## config.mk

```make
export PLATFORM = sky130hd
export DESIGN_NAME = line_fill_writer_flat
export DESIGN_NICKNAME = d
export VERILOG_FILES = /design/src/rtl/line_fill_writer_pkg.sv /design/src/rtl/line_fill_writer_if.sv /design/src/rtl/line_fill_writer_store_mask_gen.sv /design/src/rtl/line_fill_writer.sv /design/src/flat_wrapper.sv
export SDC_FILE = /design/constraint.sdc
export NUM_CORES = 1
export LEC_CHECK = 0
export ABC_AREA = 1
export CELL_PAD_IN_SITES_DETAIL_PLACEMENT = 0
export CELL_PAD_IN_SITES_GLOBAL_PLACEMENT = 1
export CORE_MARGIN = 2
export CORE_UTILIZATION = 34
export CTS_CLUSTER_SIZE = 30
export DETAILED_ROUTE_END_ITERATION = 10
export PLACE_DENSITY = 0.8
export SLEW_MARGIN = 20
export SYNTH_ARGS = -nofsm -noshare
export SYNTH_HDL_FRONTEND = slang
export SYNTH_SLANG_ARGS = --single-unit
```

## constraint.sdc

```tcl
create_clock -name clk -period 1.8 [get_ports clk]
set_input_delay 0.18 -clock clk [delete_from_list [all_inputs] [get_ports clk]]
set_output_delay 0.18 -clock clk [all_outputs]
set_load 0.1 [all_outputs]
```

## src/rtl/line_fill_writer_pkg.sv

```systemverilog
// ============================================================================
// line_fill_writer_pkg : shared cache constants and fill FSM state encoding
// Rev 1.0 : initial release
// ============================================================================
`default_nettype none

package line_fill_writer_pkg;

    localparam int BEAT_W       = 64;
    localparam int DEF_S_OFFSET = 5;
    localparam int DEF_S_INDEX  = 3;
    localparam int DEF_BEATS    = 4;

    typedef enum logic [1:0] {
        IDLE  = 2'd0,
        REQ   = 2'd1,
        BURST = 2'd2,
        WRITE = 2'd3
    } fill_state_e;

endpackage

`default_nettype wire

```

## src/rtl/line_fill_writer_if.sv

```systemverilog
// ============================================================================
// line_fill_writer_if : fill/store requests, memory beats and data-array port
// Rev 1.0 : initial release
// ============================================================================
`default_nettype none

interface line_fill_writer_if
    import line_fill_writer_pkg::*;
#(
    parameter int S_OFFSET = DEF_S_OFFSET,
    parameter int S_INDEX  = DEF_S_INDEX
);
    logic                        fill_req;
    logic [S_INDEX-1:0]          fill_index;
    logic                        pmem_read;
    logic                        pmem_resp;
    logic [BEAT_W-1:0]           pmem_rdata;
    logic                        st_req;
    logic [S_INDEX-1:0]          st_index;
    logic [S_OFFSET-1:0]         st_offset;
    logic [31:0]                 st_wdata;
    logic [3:0]                  st_mbe;
    logic                        st_ack;
    logic [(2**S_OFFSET)-1:0]    write_en;
    logic [S_INDEX-1:0]          windex;
    logic [8*(2**S_OFFSET)-1:0]  datain;
    logic                        fill_done;
    logic                        busy;

    modport master (
        output fill_req, fill_index, pmem_resp, pmem_rdata,
               st_req, st_index, st_offset, st_wdata, st_mbe,
        input  pmem_read, st_ack, write_en, windex, datain, fill_done, busy
    );

    modport slave (
        input  fill_req, fill_index, pmem_resp, pmem_rdata,
               st_req, st_index, st_offset, st_wdata, st_mbe,
        output pmem_read, st_ack, write_en, windex, datain, fill_done, busy
    );

endinterface

`default_nettype wire

```

## src/rtl/line_fill_writer_store_mask_gen.sv

```systemverilog
// ============================================================================
// store_mask_gen : places a 32-bit store word and its byte enables in a line
// Rev 1.0 : initial release
// ============================================================================
`default_nettype none

module store_mask_gen
    import line_fill_writer_pkg::*;
#(
    parameter int S_OFFSET = DEF_S_OFFSET
) (
    input  wire logic [S_OFFSET-1:0]         offset_i,
    input  wire logic [3:0]                  mbe_i,
    input  wire logic [31:0]                 wdata_i,
    output logic      [(2**S_OFFSET)-1:0]    mask_o,
    output logic      [8*(2**S_OFFSET)-1:0]  data_o
);
    localparam int LINE_BYTES = 2**S_OFFSET;
    localparam int WORDS      = LINE_BYTES / 4;

    // Stores are word-aligned; the byte-within-word bits carry no meaning.
    logic unused_lsb;
    assign unused_lsb = ^offset_i[1:0];

    assign mask_o = LINE_BYTES'(mbe_i) << {offset_i[S_OFFSET-1:2], 2'b00};
    assign data_o = {WORDS{wdata_i}};

endmodule

`default_nettype wire

```

## src/rtl/line_fill_writer.sv

```systemverilog
// ============================================================================
// line_fill_writer : assembles a memory burst into a cache line and arbitrates
//                    data-array writes between line fills and CPU stores
// Rev 1.0 : initial release
// ============================================================================
`default_nettype none

module line_fill_writer
    import line_fill_writer_pkg::*;
#(
    parameter int S_OFFSET = DEF_S_OFFSET,
    parameter int S_INDEX  = DEF_S_INDEX,
    parameter int BEATS    = DEF_BEATS
) (
    input  wire logic         clk,
    input  wire logic         rst_n,
    line_fill_writer_if.slave bus
);
    localparam int LINE_BYTES = 2**S_OFFSET;
    localparam int LINE_W     = 8 * LINE_BYTES;
    localparam int CNT_W      = $clog2(BEATS) + 1;

    localparam logic [CNT_W-1:0] LAST_CNT = CNT_W'(BEATS);

    localparam logic [1:0] ST_IDLE  = IDLE;
    localparam logic [1:0] ST_REQ   = REQ;
    localparam logic [1:0] ST_BURST = BURST;
    localparam logic [1:0] ST_WRITE = WRITE;

    logic [1:0]         state_q, state_d;
    logic [S_INDEX-1:0] index_q, index_d;
    logic [CNT_W-1:0]   cnt_q,   cnt_d;
    logic [LINE_W-1:0]  line_q,  line_d;

    logic [LINE_BYTES-1:0] st_mask;
    logic [LINE_W-1:0]     st_data;
    logic                  st_go;

    store_mask_gen #(
        .S_OFFSET (S_OFFSET)
    ) u_store_mask_gen (
        .offset_i (bus.st_offset),
        .mbe_i    (bus.st_mbe),
        .wdata_i  (bus.st_wdata),
        .mask_o   (st_mask),
        .data_o   (st_data)
    );

    always_comb begin
        state_d = state_q;
        index_d = index_q;
        cnt_d   = cnt_q;
        line_d  = line_q;
        case (state_q)
            ST_IDLE: begin
                if (bus.fill_req) begin
                    index_d = bus.fill_index;
                    cnt_d   = '0;
                    state_d = ST_REQ;
                end
            end
            ST_REQ: begin
                if (bus.pmem_resp) begin
                    line_d[BEAT_W-1:0] = bus.pmem_rdata;
                    cnt_d              = CNT_W'(1);
                    state_d            = (cnt_d == LAST_CNT) ? ST_WRITE : ST_BURST;
                end
            end
            ST_BURST: begin
                if (bus.pmem_resp) begin
                    for (int b = 0; b < BEATS; b++) begin
                        if (cnt_q == CNT_W'(b)) begin
                            line_d[b*BEAT_W +: BEAT_W] = bus.pmem_rdata;
                        end
                    end
                    cnt_d = cnt_q + CNT_W'(1);
                    if (cnt_d == LAST_CNT) begin
                        state_d = ST_WRITE;
                    end
                end
            end
            ST_WRITE: begin
                cnt_d   = '0;
                state_d = ST_IDLE;
            end
            default: state_d = ST_IDLE;
        endcase
    end

    always_ff @(posedge clk or negedge rst_n) begin
        if (!rst_n) begin
            state_q <= ST_IDLE;
            index_q <= '0;
            cnt_q   <= '0;
            line_q  <= '0;
        end else begin
            state_q <= state_d;
            index_q <= index_d;
            cnt_q   <= cnt_d;
            line_q  <= line_d;
        end
    end

    // Reset gates the store path so a held st_req cannot write while in reset.
    assign st_go = rst_n && (state_q == ST_IDLE) && bus.st_req && !bus.fill_req;

    always_comb begin
        bus.write_en  = '0;
        bus.windex    = '0;
        bus.datain    = '0;
        bus.fill_done = 1'b0;
        if (state_q == ST_WRITE) begin
            bus.write_en  = '1;
            bus.windex    = index_q;
            bus.datain    = line_q;
            bus.fill_done = 1'b1;
        end else if (st_go) begin
            bus.write_en = st_mask;
            bus.windex   = bus.st_index;
            bus.datain   = st_data;
        end
    end

    assign bus.st_ack    = st_go;
    assign bus.pmem_read = (state_q == ST_REQ);
    assign bus.busy      = (state_q != ST_IDLE);

endmodule

`default_nettype wire

```

## src/flat_wrapper.sv

```systemverilog
// flat-port wrapper written by rule: the top's interface ports become plain ports
module line_fill_writer_flat import line_fill_writer_pkg::*;
#(
    parameter int S_OFFSET = DEF_S_OFFSET,
    parameter int S_INDEX  = DEF_S_INDEX,
    parameter int BEATS    = DEF_BEATS
)
  (clk, rst_n, bus_fill_req, bus_fill_index, bus_pmem_resp, bus_pmem_rdata, bus_st_req, bus_st_index, bus_st_offset, bus_st_wdata, bus_st_mbe, bus_pmem_read, bus_st_ack, bus_write_en, bus_windex, bus_datain, bus_fill_done, bus_busy);
  line_fill_writer_if #(.S_OFFSET(S_OFFSET), .S_INDEX(S_INDEX)) bus_i ();
  input  wire logic clk;
  input  wire logic rst_n;
  input wire logic [$bits(bus_i.fill_req)-1:0] bus_fill_req;
  input wire logic [$bits(bus_i.fill_index)-1:0] bus_fill_index;
  input wire logic [$bits(bus_i.pmem_resp)-1:0] bus_pmem_resp;
  input wire logic [$bits(bus_i.pmem_rdata)-1:0] bus_pmem_rdata;
  input wire logic [$bits(bus_i.st_req)-1:0] bus_st_req;
  input wire logic [$bits(bus_i.st_index)-1:0] bus_st_index;
  input wire logic [$bits(bus_i.st_offset)-1:0] bus_st_offset;
  input wire logic [$bits(bus_i.st_wdata)-1:0] bus_st_wdata;
  input wire logic [$bits(bus_i.st_mbe)-1:0] bus_st_mbe;
  output wire logic [$bits(bus_i.pmem_read)-1:0] bus_pmem_read;
  output wire logic [$bits(bus_i.st_ack)-1:0] bus_st_ack;
  output wire logic [$bits(bus_i.write_en)-1:0] bus_write_en;
  output wire logic [$bits(bus_i.windex)-1:0] bus_windex;
  output wire logic [$bits(bus_i.datain)-1:0] bus_datain;
  output wire logic [$bits(bus_i.fill_done)-1:0] bus_fill_done;
  output wire logic [$bits(bus_i.busy)-1:0] bus_busy;
  assign bus_i.fill_req = bus_fill_req;
  assign bus_i.fill_index = bus_fill_index;
  assign bus_i.pmem_resp = bus_pmem_resp;
  assign bus_i.pmem_rdata = bus_pmem_rdata;
  assign bus_i.st_req = bus_st_req;
  assign bus_i.st_index = bus_st_index;
  assign bus_i.st_offset = bus_st_offset;
  assign bus_i.st_wdata = bus_st_wdata;
  assign bus_i.st_mbe = bus_st_mbe;
  assign bus_pmem_read = bus_i.pmem_read;
  assign bus_st_ack = bus_i.st_ack;
  assign bus_write_en = bus_i.write_en;
  assign bus_windex = bus_i.windex;
  assign bus_datain = bus_i.datain;
  assign bus_fill_done = bus_i.fill_done;
  assign bus_busy = bus_i.busy;
  line_fill_writer #(.S_OFFSET(S_OFFSET), .S_INDEX(S_INDEX), .BEATS(BEATS)) u_core (.clk(clk), .rst_n(rst_n), .bus(bus_i));
endmodule
```

# Word-level counts from Yosys, hierarchy flattened
# Index checks and enable logic that the tools add are counted.
dict set report word_totals {
  word_cells 56
  inputBits 116
  out_inout_bits 295
  ff_bits 264
}
dict set report classes {
  n_eq_ne 12
  muxes 20
  reduce_logical 15
  shifts 1
  add_sub_neg 1
}
# op n
set op_table {}
lappend op_table {{256-bit two-way mux} 2}
lappend op_table {{64-bit two-way mux} 3}
lappend op_table {{64-bit case mux with 2 select lines} 1}
lappend op_table {{32-bit two-way mux} 2}
lappend op_table {{4-bit by 5-bit left shift with 32-bit output} 1}
lappend op_table {{3-bit two-way mux} 5}
lappend op_table {{3-bit case mux with 4 select lines} 1}
lappend op_table {{3-bit AND reduction} 4}
lappend op_table {{2-bit two-way mux} 4}
lappend op_table {{2-bit case mux with 4 select lines} 1}
lappend op_table {{4-bit AND reduction} 2}
lappend op_table {{3-bit by 2-bit == test with 1-bit output (second input constant)} 2}
lappend op_table {{2-bit inequality test (second input constant)} 3}
lappend op_table {{2-bit == test (second input constant)} 2}
lappend op_table {{2-bit by 1-bit inequality test with 1-bit output (second input constant)} 2}
lappend op_table {{2-bit nonzero test} 2}
lappend op_table {{3-bit by 1-bit adder with 3-bit output (second input constant)} 1}
lappend op_table {{3-bit by 1-bit == test with 1-bit output (second input constant)} 1}
lappend op_table {{3-bit == test (second input constant)} 1}
lappend op_table {{1-bit logical AND} 3}
lappend op_table {{3-bit logical NOT} 1}
lappend op_table {{2-bit by 1-bit == test with 1-bit output (second input constant)} 1}
lappend op_table {{2-bit logical NOT} 1}
lappend op_table {{2-bit AND reduction} 1}
lappend op_table {{2 further kinds} 2}

# Logic depth before layout (Yosys ltp)
# Gate-level depths: netlist of the first run.
dict set report logic_depth {
  word_depth 6
  ltp_mapped 10
  mapped_depth_nobuf 8
}

# Modules after synthesis
# A second synthesis of the first run with hierarchy kept.
dict set report unflattened {
  cells_unflattened 2205
  area_unflattened_um2 16223.1
}
# module instances cells_per_inst seq_area_each_um2 area_each_um2
set modules_own_cells {}
lappend modules_own_cells {line_fill_writer 1 1893 6606.3 14022.2}
lappend modules_own_cells {store_mask_gen 1 312 0.0 2200.9}

# Worst setup path before layout of the first run
# No wires, ideal clock.
dict set report synth_path {
  kind {register -> output}
  start {register u_core.state_q[0]}
  end {output port bus_write_en[21]}
  t_arrival_ns 3.329
  required_time_ns 1.620
  stages_incl_launch_ff 9
  n_path_buf 2
  path_slack_ns -1.709
  path_cell_list {dfrtp_1 > inv_1 > ha_1 > nand2_2 > nor2_4 > buf_12 > nand2_4 > buf_6 > o21ai_0}
}
dict set report synth_via {
  elab_chain_cells 6
  elab_cells_between_ends 7
  classes_between {1 x eq/ne; 2 x mux; 4 x reduce/logical}
}
# item line
set synth_rtl {}
lappend synth_rtl {{start: declaration} line_fill_writer.sv:30} ;# logic [1:0] state_q, state_d;
lappend synth_rtl {{start signal: assignment} line_fill_writer.sv:97} ;# state_q <= state_d;
lappend synth_rtl {{2-bit logical NOT} line_fill_writer.sv:105} ;# assign st_go = rst_n && (state_q == ST_IDLE) && bus.st_req && !bus.fill_req;
lappend synth_rtl {{1-bit logical AND (3 in series)} line_fill_writer.sv:105}
lappend synth_rtl {{32-bit two-way mux} line_fill_writer.sv:117} ;# end else if (st_go) begin
lappend synth_rtl {{32-bit two-way mux *} line_fill_writer.sv:112} ;# if (state_q == ST_WRITE) begin
lappend synth_rtl {{end: declaration} flat_wrapper.sv:23} ;# output wire logic [$bits(bus_i.write_en)-1:0] bus_write_en;
# Mark *: on every way between the ends. The rest lies on a longest branch, timed or not.

# Final worst setup path of the first run
dict set report layout_path {
  start {register u_core.state_q[0]}
  end {output port bus_datain[144]}
}
dict set report layout_via {
  elab_chain_cells 6
  elab_cells_between_ends 7
  classes_between {1 x eq/ne; 2 x mux; 4 x reduce/logical}
}
# item line
set layout_rtl {}
lappend layout_rtl {{2-bit logical NOT} line_fill_writer.sv:105}
lappend layout_rtl {{1-bit logical AND (3 in series)} line_fill_writer.sv:105}
lappend layout_rtl {{256-bit two-way mux} line_fill_writer.sv:117}
lappend layout_rtl {{256-bit two-way mux *} line_fill_writer.sv:112}
lappend layout_rtl {{end: declaration} flat_wrapper.sv:25} ;# output wire logic [$bits(bus_i.datain)-1:0] bus_datain;
# Marked as above.

==> results of run 1 <==
## layer usage
metal	wire, um	part of all wire [%]
met5	0	0
met2	25800	50
met1	19400	38
met4	1950	3.8
met3	3930	7.7
## area by class of cell
type	count	area [um2]	share of cell area [%]
Antenna cell	3	7.51	0.0285
Clock buffer	42	835	3.17
Clock inverter	9	103	0.390
Inverter	80	314	1.19
Multi-Input combinational cell	1166	8140	30.9
Sequential cell	264	6610	25.1
Tap cell	511	639	2.43
Timing Repair Buffer	581	9650	36.7
## sequential cells by signal, summed over array words and instances (netlist names)
name and flops:
u_core.index_q 3, u_core.cnt_q 3, u_core.line_q 256, u_core.state_q 2
## cells in the final DEF, fill, tap and decap left out, types with 10 or more instances in the layout
cell type / instances
nand2_2: 51
buf_6: 39
buf_4: 48
clkbuf_16: 42
buf_12: 349
inv_1: 75
nand2_1: 513
clkdlybuf4s50_1: 112
nand3_4: 35
nand2_8: 54
o21ai_0: 146
o21ai_4: 32
dfrtp_1: 264
nand2_4: 181
o21ai_1: 113
nand3_1: 20
buf_16: 10
## tightest hold or removal path, stage by stage
cell             delay (ps)
clkdlybuf4s50_1         400
inv_1                   100
o21ai_1                  70
## kinds of logic after synthesis
kind of cell / count (synthesis) / share of synthesized area, %
mux: 3 / 0.262
simple gates: 860 / 28.4
flops: 264 / 51.2
compound gates: 291 / 11.3
fa+ha+maj: 11 / 1.07
buf+inv: 181 / 7.83
## metrics by stage
stage | utilization (%) | TNS, ps | hold slack (ps) | instance area [um2]
global placement | 59.9 | -56140 | 465 | 22500
CTS | 64.5 | -188820 | 210 | 24200
global route | 70.1 | -228560 | 245 | 26300
floorplan | - | -117440 | -116 | 14500
finish | 70.1 | -184280 | 232 | 26300
detailed placement | 59.9 | -56230 | 473 | 22500
## power by group through the flow
stage | combinational (mW) | sequential (mW) | clock, mW
floorplan | 15.3 | 9.20 | 0
global placement | 23.2 | 9.39 | 0
detailed placement | 23.5 | 9.49 | 0
CTS | 24.3 | 9.42 | 6.01
global route | 27.5 | 9.92 | 6.25
finish | 26.3 | 9.65 | 5.88
## final timing paths
kind / end / slack, ps / startpoint
setup / recovery: bus_datain[144] / -720 / u_core.state_q[0]
hold / removal: u_core.line_q[50] / 230 / bus_pmem_rdata[50]
setup reg to reg: u_core.line_q[164] / -60 / u_core.state_q[0]
hold reg to reg: u_core.line_q[208] / 490 / u_core.line_q[208]
max in group asynchronous: u_core.line_q[252] / 640 / rst_n
min in group asynchronous: u_core.line_q[234] / 510 / rst_n
## what timing repair did
action,in CTS,in global routing
gates resized for setup,115,323
hold buffers,1,0
cloned,3,21
hold endpoints to repair,264,0
endpoints found under the setup margin,294,325
pin swaps,3,19
setup buffers,31,38
==> impl_metrics.yaml, run 1 <==
grt:
  track_usage_pct: 23.4
  antenna_found_initial: 2
  grt_pass1_vias: 12913
  grt_start_max_net_pins: 133
  gr-usage-met2_pct: 39.5
  grt_use_met1_pct: 29.3
  gr-total-overflow: 0
  grt_pass1_wl_mm: 72.4
  top_usage_layer: "met2"
  grtUsageMet3_pct: 5.92
clocking:
  htree_levels: 1
  tritoncts: "done"
  insertion_delay_ps: 560
  clockRootBuffer: "clkbuf_16"
  clock_path_buffers: 3
  cts_sinks: 264
  clk_pin_slew_ps: 60
  cts_buffers: 29
final_layout:
  area.growth.synth_to_final_pct: 104
  fillCellCount: 2638
  fin_nets: 2249
  drive_gt1_share_pct: 41.0
  finalNonFillerCells: 2656
synth:
  synth_ff_type: "dfrtp_1"
  postSynthNetCount: 1737
  ys_ff_latch: 264
  synth_warnings: 0
  yosys-top-cells-count: "nand2_1, dfrtp_1, o21ai_0, o21ai_1, inv_1"
  synth_top_area_share_pct: 51.2
  async_reset_ff_share_pct: 100
  synthCells: 1610
  synth.most_common_cell: "nand2_1"
  synthesis.area_um2: 12900
  synth.area.top_cells: "dfrtp_1, nand2_1, o21ai_0"
  synth.avg_cell_area_um2: 8.02
  synthDistinctLibCells: 24
  synth_edf_count: 0
  yosysTopAreaCell: "dfrtp_1"
  seq_area_frac_synth_pct: 51.2
timing:
  post-route-min-period_ps: 2520
  setup_slack_ps: -719
  rsz0062_at_grt: "true"
  slew_headroom_pct: 47.0
  setup_viol: 313
  drv_slew: 0
  hold_violations: 0
  finClkSkew_ps: 28.4
  min_period_over_period_pct: 140
  fmax_ghz: 0.397
  worst_pin_slew_ps: 795
critical_path:
  path_class: "register to primary output"
  cp.required_ps: 1620
  critPathCaptureType: "primary output"
  crit_top_cell: "buf_12"
  critical_path.cell_chain: "inv_2, ha_4, nand2_4, nor2_4, buf_12, buf_12, buf_12, nand3_4, buf_12, nand2_8, buf_12"
  start_kind: "register"
  cp_data_arrival_time_ps: 2340
  cp_top_family: "buffers and inverters"
  reg2regPathDepth: 10
  cp_max_fo: 7
  critPathBufInv: 6
  cp_slowest_cell: "dfrtp_1"
  crit_cells: 11
  max_stage_delay_ps: 400
routing:
  ant_nets: 0
  drc: 0
  vias_per_cell: 4.95
  dr_total_vias: 13142
  dr.first_iter.drc_count: 745
  wl_mm: 51.1
  routedWlPerCell_um: 19.3
  first_pass_iters: 5
hold_path:
  hp-class: "input pin to register"
  hold_path_depth: 3
placement:
  dp.cells: 2508
  place_congestion: 0.821
  place_ws_ps: -330
  io_buffers: 408
  dp_hpwl_mm: 33.0
die:
  num_rows: 71
  dieArea_um2: 39500
  io_pins: 411
  die_x_um: 199
  core_um2: 37500
  start_util_pct: 34.4
  die_y_um: 199
power:
  ir_worst_vdd_v: 0.00103
  pwr-share-comb_pct: 62.9
  internal-power_mw: 21.5
  p_per_area_nw_per_um2: 1590
  pwr-share-clk_pct: 14.0
  finalPower_mw: 41.9
  p_sw_mw: 20.4
  p_sw_share_pct: 48.7
  p_leak_nw: 12.2
  seq_power_share_pct: 23.1
run_status:
  status: "finished with violations"
  violations: "negative setup slack"
flow_run:
  maxCapViolations: 0
(Power assumes the default switching activity.)
==> run 2: changes to the inputs <==
--- a/config.mk
+++ b/config.mk
@@ -6,13 +6,13 @@
 export NUM_CORES = 1
 export LEC_CHECK = 0
 export ABC_AREA = 1
-export CELL_PAD_IN_SITES_DETAIL_PLACEMENT = 0
-export CELL_PAD_IN_SITES_GLOBAL_PLACEMENT = 1
+export CELL_PAD_IN_SITES_DETAIL_PLACEMENT = 2
+export CELL_PAD_IN_SITES_GLOBAL_PLACEMENT = 2
 export CORE_MARGIN = 2
-export CORE_UTILIZATION = 34
+export CORE_UTILIZATION = 26
 export CTS_CLUSTER_SIZE = 30
 export DETAILED_ROUTE_END_ITERATION = 10
-export PLACE_DENSITY = 0.8
+export PLACE_DENSITY = 0.79
 export SLEW_MARGIN = 20
 export SYNTH_ARGS = -nofsm -noshare
 export SYNTH_HDL_FRONTEND = slang
==> run 2 against run 1 <==
  * The run still ends with negative setup slack left
  * First-iteration DRC count shrank 8.3%
  * Die area increased by 30%
  * Global-route usage increased by 3.7 points
  * Critical path type unchanged
  * Largest cell class unchanged
==> impl_metrics.yaml, run 2 (synthesis results as in run 1) <==
timing:
  post-route-min-period_ps: 2660
  setup_viol: 555
  min_period_over_period_pct: 148
  drv_slew: 0
  hold_violations: 0
  setup_slack_ps: -862
  fmax_ghz: 0.376
  slew_headroom_pct: 30.9
  holdWs_ps: 217
  finClkSkew_ps: 13.6
  rsz0062_at_grt: "true"
  worst_pin_slew_ps: 1040
grt:
  grt_start_max_net_pins: 160
  antenna_found_initial: 7
  grt_pass1_wl_mm: 105
  grt_pass1_vias: 15900
  gr-total-overflow: 0
  track_usage_pct: 27.1
clocking:
  clockRootBuffer: "clkbuf_16"
  htree_levels: 1
  clock_path_buffers: 3
  cts_sinks: 264
  insertion_delay_ps: 590
  cts_buffers: 31
  clk_pin_slew_ps: 60
  tritoncts: "done"
final_layout:
  final_cell_mix: "nand2_1, buf_12, dfrtp_1, o21ai_0, o21ai_1"
  fillCellCount: 4745
  area.growth.synth_to_final_pct: 96.3
  reg_top3: "u_core.line_q (256), u_core.cnt_q (3), u_core.index_q (3)"
  final_util_pct: 51.8
  fin_nets: 2220
  regMostFlops: "u_core.line_q"
  drive_gt1_share_pct: 36.8
  final_common_cell: "nand2_1"
  largest_reg_flops: 256
critical_path:
  cp_max_fo: 18
  cp_data_arrival_time_ps: 2480
  start_kind: "register"
  crit_cells: 9
  cp_slowest_cell: "dfrtp_1"
  cp_top_family: "buffers and inverters"
  cp-endpoint: "bus_write_en[3]"
  critPathBufInv: 4
  path_class: "register to primary output"
  reg2regPathDepth: 11
  crit_top_cell: "buf_12"
  reg2reg_slack_ps: -330
  max_stage_delay_ps: 400
  r2r_start: "u_core.state_q[1]"
  rr_endpoint: "u_core.line_q[2]"
  critical_path.cell_chain: "inv_2, ha_4, nand2_4, nor2_4, buf_12, nand2_4, buf_12, o21ai_4, buf_12"
  critPathLaunch: "u_core.state_q[1]"
  cp.required_ps: 1620
  critPathCaptureType: "primary output"
placement:
  place_congestion: 0.788
  dp_hpwl_mm: 45.0
  io_buffers: 408
routing:
  dr.first_iter.drc_count: 683
  first_pass_iters: 4
  wl_mm: 75.5
  drc: 0
  dr_total_vias: 13801
  routedWlPerCell_um: 27.1
  vias_per_cell: 4.95
  ant_nets: 0
flow_run:
  maxCapViolations: 0
run_status:
  violations: "negative setup slack"
  status: "finished with violations"
power:
  ir_worst_vdd_v: 0.000938
  p_per_area_nw_per_um2: 1690
  p_leak_nw: 11.7
hold_path:
  hp-class: "input pin to register"
die:
  io_pins: 411
  core_um2: 49000
  num_rows: 81
  start_util_pct: 26.4
  dieArea_um2: 51400
  die_y_um: 227
  die_x_um: 227
==> run 2: cell types whose count changed in the layout (fill, tap and decap cells not counted), moves of 9 or more <==
cell	previous run	this run
buf_16	10	1
nand2_1	513	587
nand2_4	181	93
clkbuf_16	42	31
nand2_2	51	62
==> run 2: repair_timing <==
action                                  4_1_cts  5_1_grt
endpoints found under the hold margin       199        0
endpoints found under the setup margin      303      610
buffers inserted                             49       20
resized for setup                           116      107
gates cloned                                  2        0
pin swaps                                    11        8
hold buffers                                  1        0
==> run 2: how the worst min path moves through the flow <==
stage,from,to,slack [ps],depth (start not counted)
3_3_place_gp,rst_n,u_core.index_q[1],310,2
3_5_place_dp,rst_n,u_core.index_q[1],320,2
4_1_cts,bus_pmem_rdata[20],u_core.line_q[84],200,3
6_report,bus_fill_index[0],u_core.index_q[0],220,2
2_1_floorplan,rst_n,u_core.cnt_q[0],-120,0
5_1_grt,bus_fill_index[0],u_core.index_q[0],230,2
==> run 2: where the power goes <==
part | internal [mW] | switching, mW | leakage (nW)
combinational | 8.61 | 17.2 | 7.61
clock | 4.36 | 2.77 | 0.555
sequential | 8.23 | 1.76 | 3.50
total | 21.2 | 21.7 | 11.7
==> run 2: final cells by class <==
class	count	area (um2)	share of cell area [%]
Tap cell	664	831	3.28
Timing Repair Buffer	550	8970	35.4
Sequential cell	264	6610	26.1
Inverter	80	307	1.21
Clock buffer	41	863	3.41
Multi-Input combinational cell	1166	7480	29.5
Clock inverter	16	265	1.05
Antenna cell	6	15.0	0.0593
==> run 2: layer usage <==
layer	part of all wire (%)	track usage (%)
met1	35	29.1
met2	55	51.0
met3	4.8	5.71
met4	4.9	11.1
met5	0.016	0
==> run 2: metrics by stage <==
step	worst slack (ps)	power, mW	cells	instance area [um2]	TNS [ps]
3_5_place_dp	-362	33.9	2653	22500	-65260
3_3_place_gp	-297	32.8	2653	22500	-52060
4_1_cts	-819	41.9	2762	24700	-213280
5_1_grt	-927	44.4	2787	25300	-306180
6_report	-862	42.9	2787	25300	-255940
2_1_floorplan	-519	24.5	1610	14500	-117440
==> run 3: changes to the inputs <==
--- a/config.mk
+++ b/config.mk
@@ -9,11 +9,12 @@
 export CELL_PAD_IN_SITES_DETAIL_PLACEMENT = 2
 export CELL_PAD_IN_SITES_GLOBAL_PLACEMENT = 2
 export CORE_MARGIN = 2
-export CORE_UTILIZATION = 26
+export CORE_UTILIZATION = 28
 export CTS_CLUSTER_SIZE = 30
 export DETAILED_ROUTE_END_ITERATION = 10
-export PLACE_DENSITY = 0.79
+export PLACE_DENSITY = 0.81
 export SLEW_MARGIN = 20
 export SYNTH_ARGS = -nofsm -noshare
 export SYNTH_HDL_FRONTEND = slang
+export SYNTH_HIERARCHICAL = 1
 export SYNTH_SLANG_ARGS = --single-unit
==> run 3 against run 2 <==
  * The run still ends with negative setup slack left
  * Utilization rose by 2.0 points
  * Die area rose by 16%
  * Sequential cell count did not move
  * Design area rose by 22%
  * Critical endpoint is now bus_datain[110]
  * Largest cell class is now multi-input gates
  * Largest power group unchanged
==> impl_metrics.yaml, run 3 <==
power:
  pwr-share-clk_pct: 15.1
  finalPower_mw: 51.5
  ir_worst_vdd_v: 0.00111
  p_per_area_nw_per_um2: 1660
  p_sw_mw: 27.1
  pwr-share-comb_pct: 64.4
  internal-power_mw: 24.4
  seq_power_share_pct: 20.4
  p_leak_nw: 12.9
  p_sw_share_pct: 52.6
final_layout:
  final_cell_mix: "nand2_1, buf_12, dfrtp_1, o21ai_1, nand2_8"
  final_area_um2: 30900
  reg_top3: "u_core/line_q (256), u_core/cnt_q (3), u_core/index_q (3)"
  final_common_cell: "nand2_1"
  largest_reg_flops: 256
  multi_input_area_um2: 11700
  fin_nets: 2549
  regMostFlops: "u_core/line_q"
  final_util_pct: 53.8
  fillCellCount: 5329
  regArea_um2: 6610
  drive_gt1_share_pct: 46.2
  area.growth.synth_to_final_pct: 90.6
  finalNonFillerCells: 3215
synth:
  yosysTopAreaCell: "dfrtp_1"
  postSynthNetCount: 2332
  synth_compound_area_share_pct: 8.11
  synth_warnings: 6
  yosys.area_share.xor_xnor_pct: 0
  synthCells: 2205
  synth.avg_cell_area_um2: 7.36
  synth.area.top_cells: "dfrtp_1, nand2_1, buf_4"
  synth-adder-area-share_pct: 0.848
  ys_ff_latch: 264
  yosys-top-cells-count: "nand2_1, buf_4, nand3_1, dfrtp_1, o21ai_1"
  synthesis.area_um2: 16200
  synth.most_common_cell: "nand2_1"
  synthDistinctLibCells: 23
  seq_area_frac_synth_pct: 40.7
  yosys-mux-area-fraction_pct: 0.208
  async_reset_ff_share_pct: 100
  synth_ff_type: "dfrtp_1"
  synth_simple_gate_area_share_pct: 29.8
  synth_top_area_share_pct: 40.7
  synth_top_family_by_area: "simple AND/OR/NAND/NOR gates"
  synth_edf_count: 0
routing:
  first_pass_iters: 7
  dr.first_iter.drc_count: 1014
  vias_per_cell: 5.39
  ant_nets: 0
  wl_mm: 107
  dr_total_vias: 17327
  routedWlPerCell_um: 33.2
  drc: 0
clocking:
  cts_buffers: 35
  htree_levels: 2
  clockRootBuffer: "clkbuf_16"
  cts_sinks: 264
  tritoncts: "done"
  clock_path_buffers: 3
  insertion_delay_ps: 550
  clk_pin_slew_ps: 70
critical_path:
  crit_top_cell: "buf_12"
  critical_path.cell_chain: "inv_2, ha_4, nand2_4, nor2_4, buf_12, buf_12, buf_6, nand3_1, nand2_4, buf_12"
  cp.required_ps: 1620
  cp_slowest_cell: "dfrtp_1"
  critPathCaptureType: "primary output"
  cp_top_family: "buffers and inverters"
  path_class: "register to primary output"
  cp_max_fo: 10
  cp_data_arrival_time_ps: 2420
  start_kind: "register"
  max_stage_delay_ps: 420
  critPathBufInv: 5
placement:
  dp_hpwl_mm: 62.8
  dp.cells: 3100
  place_ws_ps: -353
  io_buffers: 408
  placed_area_um2: 27100
  place_congestion: 0.786
die:
  io_pins: 411
  dieArea_um2: 59900
  core_um2: 57500
  start_util_pct: 28.2
  num_rows: 88
  die_y_um: 245
  die_x_um: 245
grt:
  track_usage_pct: 30.6
  grt_start_max_net_pins: 125
  antenna_found_initial: 4
  grt_pass1_vias: 19432
  gr-total-overflow: 0
  grt_pass1_wl_mm: 135
run_status:
  violations: "negative setup slack"
  status: "finished with violations"
timing:
  worst_pin_slew_ps: 894
  hold_violations: 0
  min_period_over_period_pct: 145
  rsz0062_at_grt: "true"
  setup_tns_ps: -257570
  drv_slew: 0
  holdWs_ps: 261
  setup_viol: 555
  fmax_ghz: 0.384
  slew_headroom_pct: 40.4
  finClkSkew_ps: 23.6
  setup_slack_ps: -802
  post-route-min-period_ps: 2600
flow_run:
  maxCapViolations: 0
hold_path:
  hp-class: "input pin to register"
==> run 3: changes by cell type after synthesis, sizes merged <==
cell    change
clkinv      -1
o21ai      -32
nand2      +62
buf       +310
nor2       +32
inv         -1
nand3     +225
==> run 3: repair_timing <==
| item | 4_1_cts | 5_1_grt |
|---|---|---|
| pin swaps | 0 | 3 |
| endpoints found under the hold margin | 155 | 0 |
| cloned | 6 | 24 |
| hold buffers | 1 | 0 |
| buffers inserted | 6 | 14 |
| gates resized for setup | 167 | 173 |
| setup endpoints to repair | 516 | 552 |
==> run 3: kinds of logic after synthesis <==
logic type / Yosys count
adder cells (fa/ha/maj): 11
AND/OR/NAND/NOR: 1179
flip-flops: 264
AO/OA/AOI/OAI: 259
multiplexers: 3
buffers and inverters: 489
==> run 3: power by group through the flow <==
stage	Sequential (mW)	Combinational [mW]	Clock [mW]
floorplan	9.43	18.9	0
global placement	9.66	28.0	0
detailed placement	10.1	29.2	0
CTS	10.1	30.5	7.77
global route	10.7	34.1	8.11
finish	10.5	33.2	7.80
==> run 3: path summary, 6_finish.rpt <==
check                                   start            endpoint  slack, ps  cells after the start
setup / recovery            u_core/state_q[0]     bus_datain[110]       -800                     10
hold / removal              bus_fill_index[1]   u_core/index_q[1]        260                      2
setup reg to reg            u_core/state_q[0]  u_core/line_q[217]       -410                     10
hold reg to reg            u_core/line_q[197]  u_core/line_q[197]        500                      2
max in group asynchronous               rst_n  u_core/line_q[202]        560                      4
min in group asynchronous               rst_n  u_core/line_q[174]        460                      4
==> run 3: cell type report <==
class,count,area share (%)
Antenna cell,1,0.00809
Clock buffer,49,3.23
Clock inverter,15,0.724
Inverter,78,1.05
Multi-Input combinational cell,1452,37.9
Sequential cell,264,21.4
Tap cell,765,3.09
Timing Repair Buffer,589,32.5
Timing Repair inverter,2,0.0890
==> run 3: worst register-to-register path, delay by kind of cell (launching register included) <==
| kind | cells | cell delay (ps) |
|---|---|---|
| DFF | 1 | 410 |
| buffers and inverters | 5 | 700 |
| adders and majority gates | 1 | 300 |
| and+or+nand+nor | 3 | 530 |
| AOI/OAI and AO/OA | 1 | 180 |
==> run 3: routing by layer <==
layer,up-vias,routed length [um],track usage [%]
met5,-,13,0.490
li1,7229,-,-
met4,2,7260,16.3
met3,306,6190,7.26
met1,9063,37600,32.4
met2,727,55700,55.8
